**config.mk**
```make
export PLATFORM = sky130hd
export DESIGN_NAME = riscv_rfarb
export DESIGN_NICKNAME = d
export VERILOG_FILES = /design/src/rtl/riscv_rfarb.sv
export SDC_FILE = /design/constraint.sdc
export NUM_CORES = 1
export LEC_CHECK = 0
export ABC_AREA = 0
export CORE_MARGIN = 2
export CORE_UTILIZATION = 55
export DETAILED_ROUTE_END_ITERATION = 10
export GPL_TIMING_DRIVEN = 0
export PLACE_DENSITY = 0.86
export SKIP_LAST_GASP = 1
export SLEW_MARGIN = 20
export SYNTH_ARGS = -nofsm -noshare
export SYNTH_HDL_FRONTEND = slang
export SYNTH_SLANG_ARGS = --single-unit
```
**constraint.sdc**
```tcl
create_clock -name i_riscv_rfarb_clk -period 4.5 [get_ports i_riscv_rfarb_clk]
set_input_delay 0.9 -clock i_riscv_rfarb_clk [delete_from_list [all_inputs] [get_ports i_riscv_rfarb_clk]]
set_output_delay 0.9 -clock i_riscv_rfarb_clk [all_outputs]
set_load 0.05 [all_outputs]
```
**src/rtl/riscv_rfarb.sv**
```systemverilog
// riscv_rfarb: arbitrates the single register-file write port between the
// pipeline writeback stage and a small FIFO of long-latency results
// (mul/div, load refill). Writeback normally wins. A buffered result whose
// destination is overwritten by a younger writeback is invalidated and
// dropped without a port write.
// Optional feature: define RISCV_RFARB_STARVE_EN to add starvation
// protection. After STARVE_MAX consecutive losses the buffer head is forced
// through and the pipeline is stalled for that cycle.
module riscv_rfarb #(
  parameter int LU_DEPTH   = 2,
  parameter int STARVE_MAX = 4
) (
  input  logic        i_riscv_rfarb_clk,
  input  logic        i_riscv_rfarb_rst_n,
  input  logic        i_riscv_rfarb_wb_we,
  input  logic [4:0]  i_riscv_rfarb_wb_rdaddr,
  input  logic [63:0] i_riscv_rfarb_wb_rddata,
  input  logic        i_riscv_rfarb_lu_valid,
  input  logic [4:0]  i_riscv_rfarb_lu_rdaddr,
  input  logic [63:0] i_riscv_rfarb_lu_rddata,
  output logic        o_riscv_rfarb_lu_ready,
  output logic        o_riscv_rfarb_regwrite,
  output logic [4:0]  o_riscv_rfarb_rdaddr,
  output logic [63:0] o_riscv_rfarb_rddata,
  output logic        o_riscv_rfarb_stall
);

  localparam int            PW       = (LU_DEPTH > 1) ? $clog2(LU_DEPTH) : 1;
  localparam logic [2:0]    DEPTH_C  = 3'(LU_DEPTH);
  localparam logic [PW-1:0] LAST_PTR = PW'(LU_DEPTH - 1);

  logic [4:0]          r_buf_addr [LU_DEPTH];
  logic [63:0]         r_buf_data [LU_DEPTH];
  logic [LU_DEPTH-1:0] r_buf_vld;
  logic [PW-1:0]       r_rd_ptr;
  logic [PW-1:0]       r_wr_ptr;
  logic [2:0]          r_count;

  logic w_wb_act;
  logic w_head_present;
  logic w_head_valid;
  logic w_force;
  logic w_grant_wb;
  logic w_grant_head;
  logic w_pop;
  logic w_push;

  function automatic logic [PW-1:0] f_next(input logic [PW-1:0] p);
    return (p == LAST_PTR) ? '0 : p + 1'b1;
  endfunction

  // A write to x0 is not a request; the port counts as free from WB.
  assign w_wb_act       = i_riscv_rfarb_wb_we && (i_riscv_rfarb_wb_rdaddr != 5'd0);
  assign w_head_present = (r_count != 3'd0);
  assign w_head_valid   = w_head_present && r_buf_vld[r_rd_ptr];

  // Ready is based on the registered count only, so a pop in this cycle does
  // not free a slot until the next one. Held low while reset is asserted.
  assign o_riscv_rfarb_lu_ready = i_riscv_rfarb_rst_n && (r_count < DEPTH_C);

  // Results to x0 are accepted and then dropped.
  assign w_push = i_riscv_rfarb_lu_valid && o_riscv_rfarb_lu_ready &&
                  (i_riscv_rfarb_lu_rdaddr != 5'd0);

  // Per-cycle winner selection: a forced head, then WB, then a valid head.
  always_comb begin
    w_grant_wb   = 1'b0;
    w_grant_head = 1'b0;
    if (w_force) begin
      w_grant_head = 1'b1;
    end else if (w_wb_act) begin
      w_grant_wb = 1'b1;
    end else if (w_head_valid) begin
      w_grant_head = 1'b1;
    end
  end

  // An invalidated head leaves in one cycle, alongside any WB grant.
  assign w_pop = w_grant_head || (w_head_present && !r_buf_vld[r_rd_ptr]);

  // Result FIFO: push, pop and invalidation by a same-address WB write.
  always_ff @(posedge i_riscv_rfarb_clk or negedge i_riscv_rfarb_rst_n) begin
    if (!i_riscv_rfarb_rst_n) begin
      for (int i = 0; i < LU_DEPTH; i++) begin
        r_buf_addr[i] <= 5'd0;
        r_buf_data[i] <= 64'd0;
      end
      r_buf_vld <= '0;
      r_rd_ptr  <= '0;
      r_wr_ptr  <= '0;
      r_count   <= 3'd0;
    end else begin
      // Unoccupied slots may be cleared too; a push always re-validates them.
      if (w_grant_wb) begin
        for (int i = 0; i < LU_DEPTH; i++) begin
          if (r_buf_addr[i] == i_riscv_rfarb_wb_rdaddr) begin
            r_buf_vld[i] <= 1'b0;
          end
        end
      end
      // Placed after the kill loop so an entry accepted this cycle survives.
      if (w_push) begin
        r_buf_addr[r_wr_ptr] <= i_riscv_rfarb_lu_rdaddr;
        r_buf_data[r_wr_ptr] <= i_riscv_rfarb_lu_rddata;
        r_buf_vld[r_wr_ptr]  <= 1'b1;
        r_wr_ptr             <= f_next(r_wr_ptr);
      end
      if (w_pop) begin
        r_rd_ptr <= f_next(r_rd_ptr);
      end
      r_count <= r_count + {2'b00, w_push} - {2'b00, w_pop};
    end
  end

  // Registered write port; address and data hold when nothing is granted.
  always_ff @(posedge i_riscv_rfarb_clk or negedge i_riscv_rfarb_rst_n) begin
    if (!i_riscv_rfarb_rst_n) begin
      o_riscv_rfarb_regwrite <= 1'b0;
      o_riscv_rfarb_rdaddr   <= 5'd0;
      o_riscv_rfarb_rddata   <= 64'd0;
    end else if (w_grant_wb) begin
      o_riscv_rfarb_regwrite <= 1'b1;
      o_riscv_rfarb_rdaddr   <= i_riscv_rfarb_wb_rdaddr;
      o_riscv_rfarb_rddata   <= i_riscv_rfarb_wb_rddata;
    end else if (w_grant_head) begin
      o_riscv_rfarb_regwrite <= 1'b1;
      o_riscv_rfarb_rdaddr   <= r_buf_addr[r_rd_ptr];
      o_riscv_rfarb_rddata   <= r_buf_data[r_rd_ptr];
    end else begin
      o_riscv_rfarb_regwrite <= 1'b0;
    end
  end

`ifdef RISCV_RFARB_STARVE_EN
  localparam int            CW     = $clog2(STARVE_MAX + 1);
  localparam logic [CW-1:0] SMAX_C = CW'(STARVE_MAX);

  logic [CW-1:0] r_starve_cnt;

  // Gated by head validity so a stale saturated count never stalls on a
  // killed head that is only being drained.
  assign w_force = w_head_valid && (r_starve_cnt == SMAX_C);

  // Count consecutive losses of a valid head to WB; saturating.
  always_ff @(posedge i_riscv_rfarb_clk or negedge i_riscv_rfarb_rst_n) begin
    if (!i_riscv_rfarb_rst_n) begin
      r_starve_cnt <= '0;
    end else if (!w_head_present || w_grant_head) begin
      r_starve_cnt <= '0;
    end else if (w_head_valid && w_grant_wb && (r_starve_cnt != SMAX_C)) begin
      r_starve_cnt <= r_starve_cnt + 1'b1;
    end
  end
`else
  assign w_force = 1'b0;
`endif

  assign o_riscv_rfarb_stall = w_force;

endmodule

```
==> flow_summary.rst <==
.. list-table::
   :header-rows: 1

   * - Metric
     - Value
   * - Global-route wire length before repair
     - about 38000 microns
   * - Leakage
     - 5.60 nW
   * - Maximum clock frequency
     - 269 MHz
   * - Routed length per placed instance
     - 18.8 microns
   * - Maximum capacitance violations
     - 0
   * - Sequential Power Share
     - 0.346
   * - Chip width
     - between 100 and 150 microns
   * - Area growth from synthesis to layout
     - 32.8%
   * - Power density normalized to cell area
     - 772 nW/um^2
   * - GRT Residual Overflow
     - 0
   * - Antenna viol nets, final
     - 0
   * - Area share of the largest cell type after synthesis
     - 0.562
   * - Gate count after technology mapping
     - between 800 and 900
   * - Post-route design area
     - 12700 sq um
   * - Per-instance average area after synthesis
     - 11.8 sq um
   * - Crit share post-route
     - 0.826
   * - Number of buffers created by CTS
     - 22
   * - Count of hold buffers inserted by post-cts repair
     - 0
   * - Net Sw Frac
     - 0.412
   * - Total routed wirelength
     - 24100 microns
   * - Number of distinct library cell variants in the gate-level netlist after synthesis
     - 34
   * - Worst min-delay path class
     - in -> async
   * - Hold Vio Cnt, Final
     - 0
   * - Relative max-transition margin
     - 0.482
   * - Switching component of the power
     - 4.04 mW
   * - GRT Total Usage
     - 0.259
   * - Cell type with the largest total area after synthesis
     - sky130_fd_sc_hd__dfrtp_1
   * - Startpoint type of the worst setup path
     - input port
   * - Maximum vdd ir drop
     - ~0.55 mV
   * - Core occupancy in the finished layout
     - 0.740
   * - Detailed-placement wirelength estimate
     - ~17000 microns
   * - Final Setup Violations
     - 0
   * - Largest fanout on the critical path
     - 10
   * - Standard cell area after detailed placement
     - 12000 sq um
   * - Largest net degree at the start of global routing
     - 100
   * - Number of filler cells placed in the layout
     - 1214
   * - Die boundary height
     - ~140 microns
   * - Number of placed instances with taps included
     - between 1000 and 1500
   * - Portion of the post-synthesis area used by sequential elements
     - 0.562
   * - Flip-flop and latch count after synthesis
     - between 200 and 250
   * - Placer Congestion
     - 0.814
   * - Cell types with the largest area share after synthesis
     - sky130_fd_sc_hd__dfrtp_1, sky130_fd_sc_hd__mux2_2, sky130_fd_sc_hd__mux2_1
   * - Result of the run
     - finished clean
   * - Clock tree from TritonCTS
     - yes
   * - DRC violation count after routing
     - 0
   * - Worst Path Arrival
     - approximately 4100 ps
   * - Required arrival time at the worst endpoint
     - 4870 ps
   * - Post-CTS setup-driven buffer insertion count
     - 0
   * - Number of slew-limit violations in the final report
     - 0
   * - CTS clock-pin slew for the worst setup and hold paths
     - ~60 ps
   * - Number of sinks handled by clock tree synthesis
     - around 220
   * - Deepest level of the CTS H-tree
     - 1
   * - Number of vias in the routed layout
     - a little over 7000
   * - Routed via count divided by cell count
     - about 5.6
   * - Router iterations before antenna repair
     - 4
   * - Internal power contribution
     - slightly below 6 mW
   * - Number of warnings issued by yosys
     - 0
   * - Die outline area
     - around 18000 sq um
   * - Ratio of cells with drive above 1 in the final layout
     - 0.117
   * - Actual transition at the worst max-transition pin
     - between 700 and 800 ps
   * - Initial Utilization
     - 0.557
   * - Time the worst path needs with I/O delays and setup
     - approximately 3700 ps
   * - Number of gates given a new drive strength after cts
     - 0
   * - Share of total power in the clock network
     - 0.178
   * - Logic gate share of total power
     - 0.476
   * - Root buf cell
     - sky130_fd_sc_hd__clkbuf_16
   * - WHS
     - 235 ps
   * - Cell area after technology mapping
     - 9570 sq um
   * - I/O pins
     - 214
   * - Nets@finish
     - around 1200
   * - Net Count, Synth
     - between 900 and 1000
   * - Number of placement rows
     - 48
   * - Via count of the first global-routing pass
     - 7586
   * - Area of the core
     - 17200 sq um
   * - Setup repair after global routing missed its margin
     - no
   * - Number of buffers inserted by port buffering
     - ~210
   * - Largest buffer count on any clock path
     - 3
   * - Kind of capture point of the worst setup path
     - flop
   * - Initial detailed-routing violation count
     - just under 400
   * - Crit Path Category
     - in -> reg
   * - Initial antenna violation count
     - 0
   * - Number of antenna cells inserted
     - 0
   * - Non-filler instance count after layout
     - between 1000 and 1500
   * - Leading cell types in the layout, fill and taps excluded
     - sky130_fd_sc_hd__dfrtp_1, sky130_fd_sc_hd__clkdlybuf4s50_1, sky130_fd_sc_hd__o21ai_0
   * - Leading cell type in the layout, fill and taps excluded
     - sky130_fd_sc_hd__dfrtp_1
   * - Insertion delay of the later-clocked pin in the worst-skew pair
     - 490 ps
   * - Max Clock Skew
     - 8.70 ps
[metal layers]
metal	vias up	track usage	part of all wire
li1	3315	-	-
met1	3618	0.335	0.43
met2	227	0.449	0.48
met3	24	0.0641	0.073
met4	0	0.0503	0.013
met5	-	0	0
[cell type report]
type,count,area [sq um],area share
Buffer,63,310,0.0244
Clock buffer,32,639,0.0503
Clock inverter,3,40.0,0.00315
Inverter,7,26.3,0.00207
Multi-Input combinational cell,523,3850,0.303
Sequential cell,215,5380,0.423
Tap cell,225,282,0.0221
Timing Repair Buffer,214,2180,0.172
[Yosys cell counts (all sizes together)]
master	number
o2bb2ai	1
inv	7
or4	2
mux2i	69
o211ai	1
nand2b	1
or2	1
xnor2	4
dfrtp	215
nand4	2
o21ai	138
or3	1
a21boi	1
mux2	139
a21o	1
a21oi	1
nand2	72
nor3	2
a311oi	1
ha	3
nand3	69
nor2	2
conb	1
fa	1
xor2	7
clkbuf	40
buf	23
o21a	1
and2	2
[worst max-delay path, stage by stage]
cell and delay, ps:
sky130_fd_sc_hd__clkdlybuf4s50_1 500, sky130_fd_sc_hd__or4_1 540, sky130_fd_sc_hd__o21a_1 290, sky130_fd_sc_hd__buf_2 270, sky130_fd_sc_hd__clkbuf_1 310, sky130_fd_sc_hd__a21boi_0 260, sky130_fd_sc_hd__ha_1 260, sky130_fd_sc_hd__inv_1 60
sky130_fd_sc_hd__ha_1 130, sky130_fd_sc_hd__inv_1 40, sky130_fd_sc_hd__fa_1 370, sky130_fd_sc_hd__xor2_1 170
[cell families (layout without fill, tap and decap cells)]
logic type,count (synthesis),after routing,share of synthesized area
flip-flops,215,215,0.562
multiplexers,208,208,0.236
AND/OR/NAND/NOR,154,154,0.0723
AO/OA/AOI/OAI,145,145,0.0782
buffers and inverters,70,319,0.0352
XOR/XNOR,11,11,0.0101
adder cells (fa/ha/maj),4,4,0.00601
other,1,1,0.000392
[state kept, by name, indices dropped and copies added (netlist names)]
name / count
r_buf_data: 128
o_riscv_rfarb_rddata: 64
r_buf_addr: 10
o_riscv_rfarb_rdaddr: 5
r_count: 3
r_buf_vld: 2
o_riscv_rfarb_regwrite: 1
r_rd_ptr: 1
r_wr_ptr: 1
[metrics by stage]
stage	worst slack (ps)	total power [mW]	setup TNS, ps
after global placement	-6370	7.92	-2218020
after floorplan	1290	6.50	0
after CTS	791	9.86	0
final	782	9.81	0
after global routing	605	10.4	0
after detailed placement	274	8.07	0
[worst paths after layout]
path | from | slack [ps] | cells after the start | endpoint
worst max-delay path | i_riscv_rfarb_wb_rdaddr[0] | 780 | 12 | r_count[2]$_DFF_PN0_
min in group i_riscv_rfarb_clk | r_wr_ptr$_DFFE_PN0N_ | 460 | 1 | r_buf_vld[0]$_DFF_PN0_
worst max register to register | r_rd_ptr$_DFFE_PN0P_ | 1580 | 11 | r_count[2]$_DFF_PN0_
max in group asynchronous | i_riscv_rfarb_rst_n | 3520 | 2 | r_buf_data[69]$_DFFE_PN0P_
worst min register to register | r_wr_ptr$_DFFE_PN0N_ | 460 | 1 | r_buf_vld[0]$_DFF_PN0_
worst min-delay path | i_riscv_rfarb_rst_n | 230 | 1 | r_buf_data[47]$_DFFE_PN0P_
[power by group through the flow]
stage | Combinational, mW | Sequential [mW] | Clock (mW)
2_1_floorplan | 2.10 | 4.40 | 0
3_3_place_gp | 4.56 | 3.36 | 0
3_5_place_dp | 4.67 | 3.41 | 0
4_1_cts | 4.70 | 3.39 | 1.78
5_1_grt | 5.06 | 3.50 | 1.86
6_report | 4.67 | 3.40 | 1.75
(Power assumes the default switching activity.)
